### config.mk
export PLATFORM = sky130hd
export DESIGN_NAME = adder_pipe_stage
export DESIGN_NICKNAME = d
export VERILOG_FILES = /design/src/rtl/adder_pipe_stage_pkg.sv /design/src/rtl/adder_pipe_stage_cia.sv /design/src/rtl/adder_pipe_stage.sv
export SDC_FILE = /design/constraint.sdc
export NUM_CORES = 1
export LEC_CHECK = 0
export ABC_AREA = 1
export BUFFER_PORTS_ARGS = -buffer_cell sky130_fd_sc_hd__buf_2
export CAP_MARGIN = 10
export CELL_PAD_IN_SITES_DETAIL_PLACEMENT = 1
export CELL_PAD_IN_SITES_GLOBAL_PLACEMENT = 2
export CORE_MARGIN = 5
export CORE_UTILIZATION = 35
export DETAILED_ROUTE_END_ITERATION = 6
export PLACE_DENSITY_LB_ADDON = 0.1
export SLEW_MARGIN = 5
export SYNTH_ARGS = -nofsm -noshare
export SYNTH_HDL_FRONTEND = slang
export SYNTH_SLANG_ARGS = --single-unit
### constraint.sdc
create_clock -name clk -period 11.4 [get_ports clk]
set_input_delay 1.14 -clock clk [delete_from_list [all_inputs] [get_ports clk]]
set_output_delay 1.14 -clock clk [all_outputs]
set_load 0.01 [all_outputs]
### src/rtl/adder_pipe_stage_pkg.sv
// Shared definitions for the adder_pipe_stage slice.
//   WORD_W   : datapath width of the operand/result words
//   OP_ADD   : in_op encoding for A + B + cin
//   OP_SUB   : in_op encoding for A - B (only honoured when ADD_SUB_EN is defined)
//   result_t : adder result bundle carried from the adder to the output stage
package adder_pipe_stage_pkg;

  localparam int   WORD_W = 32;
  localparam logic OP_ADD = 1'b0;
  localparam logic OP_SUB = 1'b1;

  typedef struct packed {
    logic              zero;
    logic              of;
    logic              cout;
    logic [WORD_W-1:0] sum;
  } result_t;

endpackage

### src/rtl/adder_pipe_stage_cia.sv
// CarryIncrementAdder: ripple of fixed-size blocks, each block forms its
// operand sum assuming carry-in 0 and then increments that sum by the
// incoming block carry.
// Ports:
//   a, b  in  WIDTH  operands
//   cin   in  1      carry-in
//   sum   out WIDTH  a + b + cin (wraps)
//   cout  out 1      carry-out of the top bit
module CarryIncrementAdder
  import adder_pipe_stage_pkg::*;
#(
  parameter int WIDTH = WORD_W,
  parameter int BLK   = 4
) (
  input  logic [WIDTH-1:0] a,
  input  logic [WIDTH-1:0] b,
  input  logic             cin,
  output logic [WIDTH-1:0] sum,
  output logic             cout
);

  localparam int NB = WIDTH / BLK;

  logic [NB:0] carry;

  assign carry[0] = cin;

  for (genvar i = 0; i < NB; i++) begin : g_blk
    logic [BLK:0] raw;
    logic [BLK:0] inc;
    // raw never exceeds 2^(BLK+1)-2, so adding the block carry cannot overflow BLK+1 bits
    assign raw = {1'b0, a[i*BLK +: BLK]} + {1'b0, b[i*BLK +: BLK]};
    assign inc = raw + {{BLK{1'b0}}, carry[i]};
    assign sum[i*BLK +: BLK] = inc[BLK-1:0];
    assign carry[i+1]        = inc[BLK];
  end

  assign cout = carry[NB];

endmodule

### src/rtl/adder_pipe_stage.sv
// adder_pipe_stage: valid/ready pipelined wrapper around CarryIncrementAdder.
// Operands are registered on accept (stage 1), pass through the adder, and the
// sum plus flags are registered for the consumer (stage 2, when REG_OUT=1).
// Parameters:
//   REG_OUT  1: output register present (latency 2); 0: adder drives out_* (latency 1)
// Optional feature macro: ADD_SUB_EN (in_op selects add or subtract).
// Ports:
//   clk, rst_n                 clock, asynchronous active-low reset
//   in_valid/in_ready          operand handshake
//   in_a, in_b, in_cin, in_op  operands, carry-in, operation
//   out_valid/out_ready        result handshake
//   out_sum, out_cout          result word and raw adder carry-out
//   out_of, out_zero           signed overflow, result-is-zero
module adder_pipe_stage
  import adder_pipe_stage_pkg::*;
#(
  parameter bit REG_OUT = 1'b1
) (
  input  logic              clk,
  input  logic              rst_n,
  input  logic              in_valid,
  output logic              in_ready,
  input  logic [WORD_W-1:0] in_a,
  input  logic [WORD_W-1:0] in_b,
  input  logic              in_cin,
  input  logic              in_op,
  output logic              out_valid,
  input  logic              out_ready,
  output logic [WORD_W-1:0] out_sum,
  output logic              out_cout,
  output logic              out_of,
  output logic              out_zero
);

  function automatic logic signed_ovf(input logic signed [WORD_W-1:0] a,
                                      input logic signed [WORD_W-1:0] eb,
                                      input logic signed [WORD_W-1:0] s);
    return ~(a[WORD_W-1] ^ eb[WORD_W-1]) & (a[WORD_W-1] ^ s[WORD_W-1]);
  endfunction

  logic              s1_rdy;
  logic              s2_rdy;
  logic              vld_p1;
  logic [WORD_W-1:0] a_p1;
  logic [WORD_W-1:0] b_p1;
  logic              cin_p1;
  logic [WORD_W-1:0] eb_p1;
  logic              cin_eff_p1;
  logic [WORD_W-1:0] sum_p1;
  logic              cout_p1;
  result_t           res_p1;

  assign s1_rdy   = !vld_p1 || s2_rdy;
  assign in_ready = s1_rdy;

  // ---- stage 1: operand capture ----
  always_ff @(posedge clk or negedge rst_n) begin
    if (!rst_n) begin
      vld_p1 <= 1'b0;
      a_p1   <= '0;
      b_p1   <= '0;
      cin_p1 <= 1'b0;
    end else if (s1_rdy) begin
      vld_p1 <= in_valid;
      if (in_valid) begin
        a_p1   <= in_a;
        b_p1   <= in_b;
        cin_p1 <= in_cin;
      end
    end
  end

`ifdef ADD_SUB_EN
  logic op_p1;

  always_ff @(posedge clk or negedge rst_n) begin
    if (!rst_n) begin
      op_p1 <= OP_ADD;
    end else if (s1_rdy && in_valid) begin
      op_p1 <= in_op;
    end
  end

  // subtract as A + ~B + 1; the caller's carry-in is not used for subtract
  assign eb_p1      = (op_p1 == OP_SUB) ? ~b_p1 : b_p1;
  assign cin_eff_p1 = (op_p1 == OP_SUB) ? 1'b1 : cin_p1;
`else
  logic unused_op;

  assign unused_op  = in_op;
  assign eb_p1      = b_p1;
  assign cin_eff_p1 = cin_p1;
`endif

  CarryIncrementAdder #(.WIDTH(WORD_W)) u_cia (
    .a    (a_p1),
    .b    (eb_p1),
    .cin  (cin_eff_p1),
    .sum  (sum_p1),
    .cout (cout_p1)
  );

  assign res_p1.sum  = sum_p1;
  assign res_p1.cout = cout_p1;
  assign res_p1.of   = signed_ovf(a_p1, eb_p1, sum_p1);
  assign res_p1.zero = (sum_p1 == '0);

  // ---- stage 2: result register (or straight-through) ----
  if (REG_OUT) begin : g_reg_out
    logic    vld_p2;
    result_t res_p2;

    assign s2_rdy = !vld_p2 || out_ready;

    always_ff @(posedge clk or negedge rst_n) begin
      if (!rst_n) begin
        vld_p2 <= 1'b0;
        res_p2 <= '0;
      end else if (s2_rdy) begin
        vld_p2 <= vld_p1;
        if (vld_p1) begin
          res_p2 <= res_p1;
        end
      end
    end

    assign out_valid = vld_p2;
    assign out_sum   = res_p2.sum;
    assign out_cout  = res_p2.cout;
    assign out_of    = res_p2.of;
    assign out_zero  = res_p2.zero;
  end else begin : g_comb_out
    assign s2_rdy    = out_ready;
    assign out_valid = vld_p1;
    assign out_sum   = res_p1.sum;
    assign out_cout  = res_p1.cout;
    assign out_of    = res_p1.of;
    assign out_zero  = res_p1.zero;
  end

endmodule

==> impl_metrics.ini, run 1 <==
[place]
io_buffers = 105
pre_cts_slack_ns = 2.482
globalplace.congestion = 0.7549
dp_hpwl_mm = 9.257

[route]
first_iter_violations = 87
vias = 3646
routed_wl_mm = 12.07
post_drt_wl_per_cell_um = 15.59
postRouteAntennaNets = 0
remaining_drc_errors = 0
drt_first_pass_iters = 4
via_per_inst = 4.711

[sta]
setup_ws_ns = 2.587
fin_crit_ns = 8.813
clock.fmax_mhz = 113.5
final.setup_skew_ns = 0.01011
setup_viol = 0
maxSlewViolCount = 0
rsz0062_at_grt = no
finalCritPeriodShare_pct = 77.31
hold_violations = 0
fin_tns_setup_ns = 0
worst_pin_slew_ns = 0.9797
maxSlewHeadroom_pct = 34.68

[global_routing]
antenna_found_initial = 0
grt_pass1_wl_mm = 20.01
track_usage_pct = 15.09
grt_pass1_vias = 3964
grt_start_max_net_pins = 80
grt_overflow = 0

[synthesis]
synth_nets = 592
ys_warn_count = 0
yosysSeqAreaShare_pct = 50.21
avgSynthCellArea_um2 = 10.55
syn-cell-area_um2 = 5084
ys_types = 26
synthCells = 482
synth-seq-cells = 102

[setup_path]
worst-r2r-setup-slack_ns = 2.59
slowest_stage = fa_1
r2r_cells = 44
r2r_end = out_zero$_DFFE_PN0P_
cp-start-kind = flip-flop
worst-path-max-fanout = 3
crit_start = b_p1[0]$_DFFE_PN0P_
r2r_start = b_p1[0]$_DFFE_PN0P_
worstSetupPathType = reg -> reg
cpMostUsedCell = fa_1
cp_slowest_stage_delay_ns = 0.45
worstPathArrival_ns = 9.05
cp-end-kind = flip-flop
worstPathRequired_ns = 11.64

[run]
drv_cap = 0

[worst_hold_path]
hp-class = reg -> reg
whs_endpoint = out_zero$_DFFE_PN0P_
hold_start = out_zero$_DFFE_PN0P_
whs_path_depth = 2

[floorplan]
rows = 44
fp.coreArea_um2 = 14370
fp.dieH_um = 130.5
die_w_um = 130.5
top_level_ports = 107
initial_core_util_pct = 35.38
die-area_um2 = 17040

[clock_network]
cts_buffers = 9
clock_latency_ns = 0.35
cts_buffer_depth = 2
holdBufCountCts = 0
cts_sinks = 102
cts_tree = built
post-cts-setup-buffer-count = 0
cts_resized = 0
h-tree-depth = 3
clockRootBuffer = clkbuf_16
path_clk_slew_ns = 0.07

[power]
p_leak_nw = 2.999
power_density_nw_per_um2 = 208.4
ir_worst_vdd_mv = 0.1058

[final_layout]
synthToLayoutAreaGrowth_pct = 18.21
antennaDiodeCount = 0
final_nets = 695
layout-drive-gt1-share_pct = 30.00

[outcome]
status = finished clean
[worst max path at each step]
stage / endpoint / slack, ns
finish: out_zero$_DFFE_PN0P_ / 2.59
global route: out_zero$_DFFE_PN0P_ / 1.86
detailed placement: out_zero$_DFFE_PN0P_ / 2.48
CTS: out_zero$_DFFE_PN0P_ / 2.46
global placement: out_zero$_DFFE_PN0P_ / 2.56
floorplan: out_zero$_DFFE_PN0P_ / 3.46
[state kept, by name, indices dropped and copies added, names as in the netlist]
register and cells:
out_zero 1, out_cout 1, a_p1 32, b_p1 32
out_of 1, out_sum 32, vld_p1 1, cin_eff_p1 1
out_valid 1
[synth_stat cells]
master / count / area, um2
nand3_1: 18 / 90.09
inv_1: 51 / 191.4
o21ai_0: 27 / 135.1
xnor2_1: 1 / 8.760
ha_1: 24 / 300.3
nand4_1: 4 / 25.02
buf_6: 6 / 67.56
nand2_1: 91 / 341.6
a21oi_4: 1 / 16.27
inv_2: 1 / 3.750
clkbuf_1: 2 / 7.510
nand3b_1: 4 / 30.03
a21oi_1: 28 / 140.1
nor2_1: 32 / 120.1
mux2_2: 52 / 585.6
nand3_2: 1 / 10.01
o21a_1: 1 / 7.510
buf_4: 2 / 15.01
nor3_1: 2 / 10.01
o21bai_1: 4 / 30.03
fa_1: 16 / 320.3
buf_2: 4 / 20.02
dfrtp_1: 102 / 2552
or2_2: 2 / 12.51
nand2_4: 1 / 11.26
a31oi_1: 5 / 31.28
[cell usage in the layout (no fill, tap or decap), drive strengths merged]
| cell type | instances |
|---|---|
| ha | 24 |
| nand2 | 92 |
| clkinv | 1 |
| buf | 106 |
| inv | 52 |
| nor2 | 32 |
| clkinvlp | 2 |
| mux2 | 52 |
| o21a | 1 |
| nand4 | 4 |
| o21bai | 4 |
| nor3 | 2 |
| clkbuf | 13 |
| a31oi | 5 |
| xnor2 | 1 |
| nand3b | 4 |
| nand3 | 19 |
| o21ai | 27 |
| fa | 16 |
| a21oi | 29 |
| or2 | 2 |
| dfrtp | 102 |
[worst max-delay path, delay by kind of cell, from the launching register on]
family / cells / cell delay, ns
AO/OA/AOI/OAI: 10 / 1.12
adder cells (fa/ha/maj): 16 / 5.63
buffers and inverters: 8 / 0.64
flip-flops: 1 / 0.36
AND/OR/NAND/NOR: 10 / 0.93
[power by group]
group | switching [mW] | internal [mW] | total, mW
combinational | 0.256 | 0.188 | 0.444
sequential | 0.0640 | 0.456 | 0.520
clock | 0.134 | 0.154 | 0.288
total | 0.454 | 0.798 | 1.25
[per-layer routing]
metal / wire length (um) / track usage [%] / up-vias
li1: - / - / 1790
met1: 5331 / 19.29 / 1780
met2: 5980 / 25.25 / 64
met3: 605 / 4.065 / 12
met4: 148 / 4.356 / 0
met5: 0 / 0 / -
[through the flow]
stage	util [%]	hold slack (ns)	total power, mW	area (um2)	cells
6_report	41.82	0.4886	1.252	6010	774
5_1_grt	41.82	0.5087	1.366	6010	774
4_1_cts	41.82	0.4910	1.284	6010	774
3_5_place_dp	39.94	0.4724	0.9878	5739	758
3_3_place_gp	39.94	0.4631	0.9732	5739	758
2_1_floorplan	-	0.4835	0.8023	5084	482
[layout make-up]
| cell class | instances | area [um2] |
|---|---|---|
| clock inverters | 3 | 20.02 |
| repair buffers | 106 | 535.5 |
| fillers | 1647 | 8359 |
| well taps | 184 | 230.2 |
| inverters | 52 | 195.2 |
| multi-input cells | 314 | 2226 |
| clock buffers | 13 | 250.2 |
| flip-flops and latches | 102 | 2552 |
[logic make-up (layout without fill, tap and decap cells)]
group | Yosys count | after routing | share of synthesized area, %
adders and majority gates | 40 | 40 | 12.21
buffers and inverters | 66 | 174 | 6.005
AOI/OAI and AO/OA | 66 | 66 | 7.088
xor gates and xnor gates | 1 | 1 | 0.1723
muxes | 52 | 52 | 11.52
DFF | 102 | 102 | 50.21
and+or+nand+nor | 155 | 155 | 12.80
(Power assumes the default switching activity.)
==> inputs of run 2 (changes only) <==
--- a/config.mk
+++ b/config.mk
@@ -11,7 +11,7 @@
 export CELL_PAD_IN_SITES_DETAIL_PLACEMENT = 1
 export CELL_PAD_IN_SITES_GLOBAL_PLACEMENT = 2
 export CORE_MARGIN = 5
-export CORE_UTILIZATION = 35
+export CORE_UTILIZATION = 31
 export DETAILED_ROUTE_END_ITERATION = 6
 export PLACE_DENSITY_LB_ADDON = 0.1
 export SLEW_MARGIN = 5
==> constraint.sdc (replaced) <==
create_clock -name clk -period 7.7 [get_ports clk]
set_input_delay 0.77 -clock clk [delete_from_list [all_inputs] [get_ports clk]]
set_output_delay 0.77 -clock clk [all_outputs]
set_load 0.01 [all_outputs]
==> run 2 against run 1 <==
The run now ends with negative setup slack left; register-to-register slack worse by 2.7 ns; sequential power is 49% higher; via count is 4.6% higher; critical path depth stayed put; clock power is 72% higher; non-clock buffer count is 39 higher; clock skew is 0.0042 ns lower; flip-flop and latch count stayed put; hold slack worse by 0.052 ns; global-route usage is 1.0 points lower; critical path type unchanged; critical endpoint unchanged.
==> impl_metrics.ini, run 2 (synthesis results as in run 1) <==
[power]
finalPower_mw = 2.058
p_leak_nw = 3.205
ir_worst_vdd_mv = 0.1235
power_density_nw_per_um2 = 316.3

[final_layout]
nFillCells = 1856
multi_input_area_um2 = 2336
antennaDiodeCount = 0
post-route-util_pct = 40.66
fin_cells = 845
final-seq-area_um2 = 2552
layout-drive-gt1-share_pct = 41.34
synthToLayoutAreaGrowth_pct = 27.98
final_common_cell = buf_2
final_nets = 734
final_cell_mix = buf_2 (104), dfrtp_1 (102), nand2_1 (87)

[clock_network]
holdBufCountCts = 0
cts_buffers = 9
cts_sinks = 102
clock_latency_ns = 0.34
path_clk_slew_ns = 0.07
cts_tree = built
h-tree-depth = 3
clockRootBuffer = clkbuf_16
cts_buffer_depth = 2

[setup_path]
cp-end-kind = flip-flop
worstPathArrival_ns = 8.07
worstSetupPathType = reg -> reg
crit_buf_inv = 8
r2r_start = b_p1[0]$_DFFE_PN0P_
cp_slowest_stage_delay_ns = 0.45
worstPathRequired_ns = 7.94
r2r_end = out_zero$_DFFE_PN0P_
crit_end = out_zero$_DFFE_PN0P_
r2r_cells = 44
crit_start = b_p1[0]$_DFFE_PN0P_
cp.depth = 44
worst-path-max-fanout = 2
cp-start-kind = flip-flop
slowest_stage = fa_2
cpMostUsedCell = fa_2
worst-r2r-setup-slack_ns = -0.14
critPathTopFamily = adder cells

[floorplan]
initial_core_util_pct = 31.77
die_w_um = 138.1
fp.dieH_um = 138.1
top_level_ports = 107
fp.coreArea_um2 = 16000
die-area_um2 = 19060
rows = 46

[worst_hold_path]
hp-class = in -> async

[global_routing]
grt_pass1_wl_mm = 21.65
grt_overflow = 0
track_usage_pct = 14.05
grt_pass1_vias = 4250
grt_start_max_net_pins = 80
antenna_found_initial = 0

[sta]
setup_viol = 1
hold_violations = 0
clock.fmax_mhz = 127.6
maxSlewViolCount = 0
setup_ws_ns = -0.1360
holdWs_ns = 0.4366
maxSlewHeadroom_pct = 34.79
worst_pin_slew_ns = 0.9781
final.setup_skew_ns = 0.005904
finalCritPeriodShare_pct = 101.8
rsz0062_at_grt = yes
fin_crit_ns = 7.836

[route]
drt_first_pass_iters = 4
post_drt_wl_per_cell_um = 15.48
via_per_inst = 4.511
postRouteAntennaNets = 0
routed_wl_mm = 13.08
remaining_drc_errors = 0
first_iter_violations = 118
vias = 3812

[outcome]
status = finished, violations left
violations = negative setup slack

[run]
drv_cap = 0

[place]
globalplace.congestion = 0.7627
placedCellCount = 807
io_buffers = 105
pre_cts_slack_ns = -0.7211
dp_hpwl_mm = 9.689
-- run 2: cell types whose count changed in the layout (fill, tap and decap cells not counted), moves of 3 or more --
cell,change
nand3_1,-3
a21oi_2,+6
fa_2,+16
fa_1,-16
buf_4,+37
o21ai_0,-3
nand2_2,+4
a21oi_1,-6
inv_1,-11
nand2_1,-4
inv_2,+11
-- run 2: area by class of cell --
class / count / area share [%]
inverter: 52 / 3.000
tap: 216 / 4.154
multi-input combinational: 314 / 35.90
sequential: 102 / 39.23
clock inverter: 4 / 1.077
timing repair buffer: 145 / 12.85
clock buffer: 12 / 3.788
-- run 2: metrics by stage --
step / instance area [um2] / setup TNS, ns
after floorplan: 5096 / 0
after global placement: 5919 / -1.937
after detailed placement: 5919 / -2.949
after CTS: 6385 / -0.2551
after global routing: 6506 / -2.061
final: 6506 / -0.1360
-- run 2: report_power, final --
| part | switching, mW | internal (mW) | total [mW] |
|---|---|---|---|
| Sequential | 0.101 | 0.675 | 0.776 |
| Clock | 0.200 | 0.293 | 0.494 |
| Combinational | 0.420 | 0.368 | 0.788 |
-- run 2: per-layer routing --
layer / track usage [%] / up-vias / share of wire (%)
li1: - / 1864 / -
met1: 17.64 / 1866 / 45
met2: 24.15 / 66 / 50
met3: 2.759 / 16 / 3.1
met4: 4.992 / 0 / 2.0
met5: 0 / - / 0
-- run 2: how the worst min path moves through the flow --
stage                                      start                      to  slack [ns]  cells past startpoint
final                                      rst_n    a_p1[30]$_DFFE_PN0P_        0.44                      1
after global routing                       rst_n    a_p1[30]$_DFFE_PN0P_        0.48                      1
after CTS                                  rst_n    a_p1[30]$_DFFE_PN0P_        0.45                      1
after detailed placement    out_zero$_DFFE_PN0P_    out_zero$_DFFE_PN0P_        0.47                      2
after global placement    out_sum[1]$_DFFE_PN0P_  out_sum[1]$_DFFE_PN0P_        0.47                      2
after floorplan                            rst_n     a_p1[0]$_DFFE_PN0P_        0.47                      0
-- run 2: repair_timing --
action | CTS | global route
pin swaps | 10 | 4
resized for setup | 33 | 12
setup endpoints to repair | 7 | 7
buffers inserted | 11 | 11
endpoints found under the hold margin | 0 | 0
